==> src/rtl/menu_accion_decoder.sv <==
// Menu action decoder: turns a select pulse at a (fila, columna) cursor into registered text
// settings and new/save/close commands. Optional macro: CONFIRMA_CERRAR_EN (two-press close).
module menu_accion_decoder #(
    parameter logic [26:0] TIMEOUT_CICLOS = 27'd100_000_000
) (
    input  logic       clk,
    input  logic       reset,
    input  logic       elige,
    input  logic [2:0] where_fila,
    input  logic [2:0] where_columna,
    input  logic       guardar_ack,
    output logic       text_red,
    output logic       text_green,
    output logic       text_blue,
    output logic [9:0] char_scale,
    output logic       es_mayuscula,
    output logic       nuevo,
    output logic       guardar,
    output logic       cerrar,
    output logic       confirma_pendiente,
    output logic       ocupado
);

    localparam logic [1:0] REPOSO    = 2'd0;
    localparam logic [1:0] GUARDANDO = 2'd1;
`ifdef CONFIRMA_CERRAR_EN
    localparam logic [1:0] CONFIRMA  = 2'd2;
`endif

    logic [1:0] r_estado;
    logic [2:0] r_rgb;
    logic [9:0] r_scale;
    logic       r_mayus;
    logic       r_nuevo;
    logic       r_guardar;
    logic       r_cerrar;
    logic       r_ocupado;
`ifdef CONFIRMA_CERRAR_EN
    logic [26:0] r_contador;
    logic        r_confirma;
`endif

    logic       w_rgb_ok;
    logic [2:0] w_rgb;
    logic       w_scale_ok;
    logic [9:0] w_scale;
    logic       w_mayus_ok;

    // Column lookups per settings row; the *_ok flags reject columns outside each row's range.
    always_comb begin
        w_rgb_ok   = 1'b1;
        w_rgb      = 3'b000;
        w_scale_ok = 1'b1;
        w_scale    = 10'd0;
        case (where_columna)
            3'd1: w_rgb = 3'b001;
            3'd2: w_rgb = 3'b010;
            3'd3: w_rgb = 3'b100;
            3'd4: w_rgb = 3'b011;
            3'd5: w_rgb = 3'b101;
            3'd6: w_rgb = 3'b110;
            default: w_rgb_ok = 1'b0;
        endcase
        case (where_columna)
            3'd1: w_scale = 10'd1;
            3'd2: w_scale = 10'd2;
            3'd3: w_scale = 10'd4;
            default: w_scale_ok = 1'b0;
        endcase
        w_mayus_ok = (where_columna == 3'd1) || (where_columna == 3'd2);
    end

    always_ff @(posedge clk or negedge reset) begin
        if (!reset) begin
            r_estado  <= REPOSO;
            r_rgb     <= 3'b001;
            r_scale   <= 10'd2;
            r_mayus   <= 1'b1;
            r_nuevo   <= 1'b0;
            r_guardar <= 1'b0;
            r_cerrar  <= 1'b0;
            r_ocupado <= 1'b0;
`ifdef CONFIRMA_CERRAR_EN
            r_contador <= 27'd0;
            r_confirma <= 1'b0;
`endif
        end else begin
            // NOTE: pulse outputs default low every cycle so a later branch can only raise them for one cycle.
            r_nuevo  <= 1'b0;
            r_cerrar <= 1'b0;
            case (r_estado)
                REPOSO: begin
                    if (elige) begin
                        case (where_fila)
                            3'd1: r_nuevo <= 1'b1;
                            3'd2: begin
                                r_guardar <= 1'b1;
                                r_ocupado <= 1'b1;
                                r_estado  <= GUARDANDO;
                            end
                            3'd3: begin
`ifdef CONFIRMA_CERRAR_EN
                                r_estado   <= CONFIRMA;
                                r_confirma <= 1'b1;
                                r_contador <= TIMEOUT_CICLOS - 27'd1;
`else
                                r_cerrar <= 1'b1;
`endif
                            end
                            3'd4: if (w_mayus_ok) r_mayus <= (where_columna == 3'd1);
                            3'd5: if (w_rgb_ok) r_rgb <= w_rgb;
                            3'd6: if (w_scale_ok) r_scale <= w_scale;
                            default: ;
                        endcase
                    end
                end
                GUARDANDO: begin
                    if (guardar_ack) begin
                        r_guardar <= 1'b0;
                        r_ocupado <= 1'b0;
                        r_estado  <= REPOSO;
                    end
                end
`ifdef CONFIRMA_CERRAR_EN
                CONFIRMA: begin
                    // A confirming press outranks both the cancel conditions and the expiry.
                    if (elige && (where_fila == 3'd3)) begin
                        r_cerrar   <= 1'b1;
                        r_confirma <= 1'b0;
                        r_estado   <= REPOSO;
                    end else if (elige || (where_fila != 3'd3) || (r_contador == 27'd0)) begin
                        r_confirma <= 1'b0;
                        r_estado   <= REPOSO;
                    end else begin
                        r_contador <= r_contador - 27'd1;
                    end
                end
`endif
                default: r_estado <= REPOSO;
            endcase
        end
    end

    assign {text_red, text_green, text_blue} = r_rgb;
    assign char_scale   = r_scale;
    assign es_mayuscula = r_mayus;
    assign nuevo        = r_nuevo;
    assign guardar      = r_guardar;
    assign cerrar       = r_cerrar;
    assign ocupado      = r_ocupado;
`ifdef CONFIRMA_CERRAR_EN
    assign confirma_pendiente = r_confirma;
`else
    logic w_unused_timeout;
    assign w_unused_timeout   = ^TIMEOUT_CICLOS;
    assign confirma_pendiente = 1'b0;
`endif

endmodule
==> config.mk <==
export PLATFORM = sky130hd
export DESIGN_NAME = menu_accion_decoder
export DESIGN_NICKNAME = d
export VERILOG_FILES = /design/src/rtl/menu_accion_decoder.sv
export SDC_FILE = /design/constraint.sdc
export NUM_CORES = 1
export LEC_CHECK = 0
export CORE_UTILIZATION = 35
export DETAILED_ROUTE_END_ITERATION = 10
export HOLD_SLACK_MARGIN = 0.02
export PLACE_DENSITY = 0.79
export SYNTH_ARGS = -nofsm -noshare
export SYNTH_HDL_FRONTEND = slang
export SYNTH_SLANG_ARGS = --single-unit
==> constraint.sdc <==
create_clock -name clk -period 1.6 [get_ports clk]
set_clock_uncertainty 0.05 [all_clocks]
set_input_delay 0.16 -clock clk [delete_from_list [all_inputs] [get_ports clk]]
set_output_delay 0.16 -clock clk [all_outputs]
set_load 0.02 [all_outputs]
### Yosys cells after proc, flatten, opt, wreduce, memory -nomap -nowiden

Cells that the tools add are included.

* register bits after elaboration: 19
* bits of input ports: 10
* logic and storage cells: 51

* eq/ne operators: 16
* muxes and demuxes: 18
* reduce and logical (&&, ||, !) cells: 10

Operator list (number)
* $eq A3 B3 Y1 const B: 6
* $pmux W3 S6: 1
* $reduce_and A4 Y1: 4
* $eq A3 B2 Y1 const B: 4
* $mux W1: 11
* $pmux W3 S3: 1
* $eq A3 B1 Y1 const B: 2
* $mux W2: 3
* $reduce_or A6 Y1: 1
* $ne A2 B2 Y1 const B: 2
* $pmux W2 S2: 1
* $reduce_and A3 Y1: 1
* $reduce_or A3 Y1: 1
* $eq A2 B1 Y1 const B: 1
* $logic_not A2 Y1: 1
* $ne A2 B1 Y1 const B: 1
* $pmux W1 S2: 1
* $reduce_bool A2 Y1: 1
* $logic_or A1 B1 Y1: 1

### Longest topological paths before layout

Gate-level depths: netlist of the first run.

* depth after elaboration: 4
* mapped depth: 5
* gate-level depth less buffers: 4

### Least setup slack after synthesis of the first run

Ideal clock, no wire load.

* path kind: register to register
* start: register ocupado (netlist name)
* end: register r_scale[0] (netlist: char_scale[0])
* arrival: 1.294 ns
* data required time: 1.425 ns
* path slack: 0.131 ns
* stages on the path, launching flop included: 5
* path buffers: 0
* clock period less this slack: 1.469 ns
* cells stage by stage: dfrtp_1 > nor2b_4 > and4b_1 > nand2_2 > mux2_4

RTL lines
* to (signal assigned): RTL line 112 `3'd6: if (w_scale_ok) r_scale <= w_scale;`
* to (decl): RTL line 32 `logic [9:0] r_scale;`

==> summary.md, run 1 <==
| Metric | Value |
|---|---|
| Synth Warn # | `0` |
| Min-Delay Path Class | `in -> async` |
| Maximum vdd drop | `0.504 mV` |
| Worst Setup End Kind | `output port` |
| Post-synthesis cell type count | `26` |
| WP buf/inv | `1` |
| Longest Clk Path Bufs | `2` |
| Slew Limit Fails | `0` |
| Initial core utilization | `0.394` |
| Placeable Area | `1580 µm²` |
| H-tree depth | `1` |
| Synth top area share | `0.282` |
| Die area | `1950 µm²` |
| Crit path kind | `reg -> out` |
| # nets final | `100` |
| GRT Max-Usage Layer | `met2` |
| Die Ht | `44.1 µm` |
| Worst skew pair latency | `0.27 ns` |
| Final HPWL DP | `944 µm` |
| Ratio of cells with drive above 1 in the final layout | `0.225` |
| Final GP Congestion | `0.827` |
| RSZ-0062 raised after global routing | `false` |
| Area Overhead vs Synth | `37.7%` |
| Final Hold Vio Count | `0` |
| # diodes | `0` |
| Gr usage total | `0.144` |
| DIE WIDTH | `44.1 µm` |
| CTS tree | `built` |
| PortBufs | `20` |
| F_max | `644 MHz` |
| CP max-delay cell | `clkdlybuf4s50_1` |
| Crit path max-delay family | `buffers and inverters` |
| Avg Inst Size Synth | `9.55 µm²` |
| Area leader, netlist | `dfrtp_1` |
| Gr ovfl total | `0` |
| Leak Pwr | `0.421 nW` |
| TritonCTS buffer count | `3` |
| Commonest cells after routing, fill and taps aside | `clkdlybuf4s50_1, conb_1, dfrtp_1` |
| Pwr/cell area | `876 nW/µm²` |
| IO Count | `29` |
| Mapped cell area | `621 µm²` |
| CTS sink cnt | `10` |
| DRT Pass-1 Iters | `10` |
| Vias | `519` |
| Data required, critical path | `1.39 ns` |
| Final Util | `0.542` |
| Critical path cell sequence | `clkdlybuf4s50_1` |
| Gate Count Post-Synth | `65` |
| Layout fillers | `142` |
| Routed length per instance | `11.7 µm` |
| Final min period | `1.55 ns` |
| Hold WS | `0.147 ns` |
| Failing checks | `DRC` |
| CP Launch Type | `flop` |
| Post-CTS Setup Bufs | `0` |
| Number of global-route vias before repair | `465` |
| # setup viols final | `0` |
| Antenna violations before repair | `0` |
| Fin Setup TNS | `0 ns` |
| Met1 track demand over resource | `0.167` |
| Status | `finished, violations left` |
| Rows | `14` |
| Largest net degree at the start of global routing | `11` |
| Met3 usage | `0.0612` |
| CP arrival | `1.34 ns` |
| Worst path max stage delay | `0.64 ns` |
| Period utilization | `0.971` |
| Clock root cell | `clkbuf_4` |
| M2 GR Usage | `0.244` |
| Vias/cell | `4.94` |
| First-pass GRT wire length | `2040 µm` |
| # DRC | `1` |
| Synth top area cells | `dfrtp_1, dfstp_2, buf_4` |
| Maxcap violations | `0` |
| Commonest non-fill, non-tap cell in the layout | `clkdlybuf4s50_1` |
| Flops & latches, synth | `10` |
| Sequential fraction of the synthesis area | `0.409` |
| CP Max Fanout | `5` |
| Routed WL | `1230 µm` |
| Area after DPL | `820 µm²` |
| Fin area | `855 µm²` |
| Initial drt markers | `8` |
| Clock-pin slew on the worst setup and hold paths | `0.07 ns` |
| Post-route ant nets | `0` |
==> path summary, 6_finish.rpt <==
check | endpoint | start | cells past startpoint | slack, ns
setup / recovery | guardar | ocupado$_DFFE_PN0P_ | 1 | 0.05
hold / removal | cerrar$_DFF_PN0_ | reset | 1 | 0.15
setup reg to reg | char_scale[2]$_DFFE_PN0P_ | ocupado$_DFFE_PN0P_ | 4 | 0.24
hold reg to reg | r_rgb[0]$_DFFE_PN1P_ | r_rgb[0]$_DFFE_PN1P_ | 2 | 0.47
max in group asynchronous | r_rgb[0]$_DFFE_PN1P_ | reset | 1 | 1.02
min in group clk | ocupado$_DFFE_PN0P_ | guardar_ack | 2 | 0.43
==> metal layers <==
layer  vias to the layer above  routed length (µm)  share of wire
li1                        255                   -              -
met1                       239                 555           0.45
met2                        25                 592           0.48
met3                         0                  80          0.065
met4                         0                   0              0
met5                         -                   0              0
==> what timing repair did <==
action,4_1_cts,5_1_grt
hold endpoints to repair,0,0
hold buffers,0,0
resized for setup,3,1
setup endpoints to repair,3,2
==> synth_stat cells (all sizes together) <==
cell type and instances:
conb 1, nor3b 2, and2 1, and3b 1
nand3 3, a2bb2oi 2, mux2 4, nand2 6
dfstp 3, a21oi 4, inv 3, o22ai 1
buf 12, nor2b 1, dfrtp 7, o221ai 1
and4b 1, a31oi 2, a211oi 1, or2 2
nor2 5, o21ai 1, nor3 1
==> cell type report <==
cell class / count / area (µm²) / share of cell area
sequential: 10 / 254 / 0.297
inverter: 3 / 11.3 / 0.0132
multi-input combinational: 47 / 297 / 0.347
timing repair buffer: 25 / 236 / 0.277
tap: 16 / 20.0 / 0.0234
clock buffer: 4 / 36.3 / 0.0425
==> flip-flops by register name (all words and copies together) (netlist names) <==
register	count
r_rgb	3
char_scale	3
nuevo	1
cerrar	1
es_mayuscula	1
ocupado	1
==> kinds of logic (layout without fill, tap and decap cells) <==
family,after synthesis,after routing,synth area share
compound gates,12,12,0.125
mux,4,4,0.0907
buf+inv,15,32,0.155
flops,10,10,0.409
other cells,1,8,0.00604
simple gates,23,23,0.214
==> through the flow <==
step           power [mW]  std cells  setup WS (ns)
2_1_floorplan       0.438         72          0.131
3_3_place_gp        0.521        101         0.0205
5_1_grt             0.786        105        0.00254
4_1_cts             0.757        105         0.0280
3_5_place_dp        0.526        101        0.00806
6_report            0.749        105         0.0462
==> power by group <==
part | leakage, nW | switching [mW] | internal (mW)
Clock | 0.0210 | 0.0950 | 0.138
Sequential | 0.119 | 0.0190 | 0.282
Combinational | 0.281 | 0.109 | 0.105
Note: power is estimated with default switching activity, not from simulation.
==> run 2: changes to the inputs <==
- CORE_MARGIN: unset -> 8
- CORE_UTILIZATION: 35 -> 39
- CTS_CLUSTER_SIZE: unset -> 10
- PLACE_DENSITY: 0.79 -> 0.86
==> run 2 against run 1 <==
The flow now finishes without violations. Sequential power is essentially flat. Wire length grew 27%. Cell area shrank 0.15%. Die area grew 61%. Fmax up 2.3%. Flip-flop and latch count unchanged. Cell count did not move. Critical path depth is the same. Global-route usage fell by 3.8 points. Critical path type unchanged. Register-to-register slack lost 0.06 ns. Largest cell class unchanged.
==> summary.md, run 2 (synthesized netlist as in run 1, its figures left out) <==
| Metric | Value |
|---|---|
| Placed Cells | `101 (unchanged)` |
| Worst Reg-to-Reg Cells | `4 (unchanged)` |
| Worst Setup End Kind | `output port` |
| Rows | `14 (unchanged)` |
| Vias/cell | `5.00 (+1.2%)` |
| Die Ht | `55.9 µm (+27%)` |
| Final Hold Vio Count | `0 (unchanged)` |
| CP Launch Type | `flop` |
| # nets final | `100 (unchanged)` |
| RR Startpoint | `ocupado$_DFFE_PN0P_` |
| Net Sw Power | `0.230 mW (+3.3%)` |
| Status | `finished clean` |
| RSZ-0062 raised after global routing | `false` |
| Clock root cell | `clkbuf_4` |
| Clock-pin slew on the worst setup and hold paths | `0.07 ns (about the same)` |
| CP max-delay cell | `clkdlybuf4s50_1` |
| Ratio of cells with drive above 1 in the final layout | `0.225 (unchanged)` |
| Hold Buf Count CTS | `0 (unchanged)` |
| Combinational fraction of design power | `0.288 (+0.002)` |
| Final worst slack | `0.0815 ns (+0.0352 ns)` |
| F_max | `659 MHz (+2.3%)` |
| First-pass GRT wire length | `2650 µm (+30%)` |
| Initial drt markers | `5 (-3)` |
| CP arrival | `1.31 ns (-0.03 ns)` |
| Switching Share | `0.305 (+0.00717)` |
| FF-to-FF End | `char_scale[2]$_DFFE_PN0P_` |
| Worst skew pair latency | `0.27 ns (about the same)` |
| Final Util | `0.566 (+0.0244)` |
| # setup viols final | `0 (unchanged)` |
| Final GP Congestion | `0.806 (-2.5%)` |
| Reg2reg setup slack | `0.18 ns (-0.06 ns)` |
| Slew Limit Fails | `0 (unchanged)` |
| Met1 track demand over resource | `0.109 (-0.0580)` |
| Gr ovfl total | `0 (unchanged)` |
| Commonest non-fill, non-tap cell in the layout | `clkdlybuf4s50_1` |
| Final HPWL DP | `1240 µm (+31%)` |
| Worst path max stage delay | `0.63 ns (about the same)` |
| GRT Max-Usage Layer | `met2` |
| PortBufs | `20 (unchanged)` |
| CTS sink cnt | `10 (unchanged)` |
| Routed length per instance | `14.9 µm (+27%)` |
| Data required, critical path | `1.39 ns (about the same)` |
| Gr usage total | `0.106 (-0.0381)` |
| CP Max Fanout | `4 (-1)` |
| Vias | `525 (+1.2%)` |
| Die area | `3120 µm² (+61%)` |
| H-tree depth | `1 (unchanged)` |
| Leak Pwr | `0.426 nW (+0.98%)` |
| Post-Layout Cell Count | `105 (unchanged)` |
| Initial core utilization | `0.412 (+0.0183)` |
| Post-CTS Setup Bufs | `0 (unchanged)` |
| Largest net degree at the start of global routing | `11 (unchanged)` |
| Commonest cells after routing, fill and taps aside | `clkdlybuf4s50_1, conb_1, dfrtp_1` |
| Post-route ant nets | `0 (unchanged)` |
| Critical path cell sequence | `clkdlybuf4s50_1` |
| Longest Clk Path Bufs | `2 (unchanged)` |
| M2 GR Usage | `0.178 (-0.0662)` |
| WP buf/inv | `1 (unchanged)` |
| Area Overhead vs Synth | `37.5%` |
| Placeable Area | `1510 µm² (-4.4%)` |
| Min-Delay Path Class | `in -> async` |
| Antenna violations before repair | `0 (unchanged)` |
| Cell-internal power | `0.525 mW (-0.20%)` |
| IO Count | `29 (unchanged)` |
| # DRC | `0 (-1)` |
| DIE WIDTH | `55.9 µm (+27%)` |
| Pwr/cell area | `885 nW/µm² (+0.97%)` |
| Crit path max-delay family | `buffers and inverters` |
| Crit path kind | `reg -> out` |
| Period utilization | `0.949 (-0.0220)` |
| Pre-CTS WS | `-0.0190 ns (-0.0271 ns)` |
| CTS tree | `built` |
| Maximum vdd drop | `0.400 mV (-21%)` |
| DRT Pass-1 Iters | `4 (-6)` |
| Met3 usage | `0.0342 (-0.0270)` |
| Maxcap violations | `0 (unchanged)` |
| Number of global-route vias before repair | `564 (+21%)` |
| Final min period | `1.52 ns (-0.0352 ns)` |
| Sequential fraction of design power | `0.400 (-0.002)` |
| # diodes | `0 (unchanged)` |
| Hold WS | `0.158 ns (+0.0116 ns)` |
| Fin area | `853 µm² (-0.15%)` |
| Routed WL | `1570 µm (+27%)` |
| Area after DPL | `820 µm² (unchanged)` |
| Clock share of power | `0.312 (about the same)` |
| TritonCTS buffer count | `3 (unchanged)` |
-- run 2: cell count changes in the layout (fill, tap and decap cells not counted) --
| cell | previous run | this run |
|---|---|---|
| dlygate4sd2_1 | 3 | 4 |
| clkdlybuf4s50_1 | 16 | 15 |
-- run 2: per-stage QoR --
step	power, mW	TNS [ns]
2_1_floorplan	0.438	0
3_3_place_gp	0.522	0
3_5_place_dp	0.530	-0.0240
4_1_cts	0.764	0
5_1_grt	0.799	0
6_report	0.755	0
-- run 2: layer usage --
metal  up-vias  wire length [µm]
met1       245               639
met3         4                96
met2        17               790
met4         0                38
met5         -                 0
li1        259                 -
-- run 2: area by class of cell --
| cell class | instances | area, µm² |
|---|---|---|
| clock buffer | 4 | 36.3 |
| sequential | 10 | 254 |
| fill | 134 | 653 |
| timing repair buffer | 25 | 235 |
| tap | 16 | 20.0 |
| inverter | 3 | 11.3 |
| multi-input combinational | 47 | 297 |
-- run 2: worst max-delay path by stage --
stage / from / endpoint / slack [ns] / cells after the start
floorplan: ocupado$_DFFE_PN0P_ / char_scale[0]$_DFFE_PN0P_ / 0.13 / 4
global placement: where_fila[2] / char_scale[2]$_DFFE_PN0P_ / 0.03 / 5
detailed placement: where_fila[2] / char_scale[2]$_DFFE_PN0P_ / -0.02 / 5
CTS: ocupado$_DFFE_PN0P_ / guardar / 0.004 / 1
global route: r_rgb[1]$_DFFE_PN0P_ / text_green / 0.02 / 1
finish: r_rgb[1]$_DFFE_PN0P_ / text_green / 0.08 / 1
-- run 2: power groups by stage --
stage          Sequential (mW)  Combinational, mW  Clock, mW
6_report                 0.302              0.218      0.235
5_1_grt                  0.309              0.235      0.255
4_1_cts                  0.303              0.219      0.242
3_5_place_dp             0.307              0.223          0
3_3_place_gp             0.305              0.217          0
2_1_floorplan            0.338              0.100          0
-- run 2: repair_timing --
item / CTS / global route
resized for setup: 4 / 1
hold endpoints to repair: 0 / 0
setup endpoints to repair: 5 / 1
==> run 3: changes to the inputs <==
- ABC_CLOCK_PERIOD_IN_PS: unset -> 1600
- GPL_ROUTABILITY_DRIVEN: unset -> 0
==> results of run 3 <==
The final DEF is identical to that of run 2; final timing and power are the same.
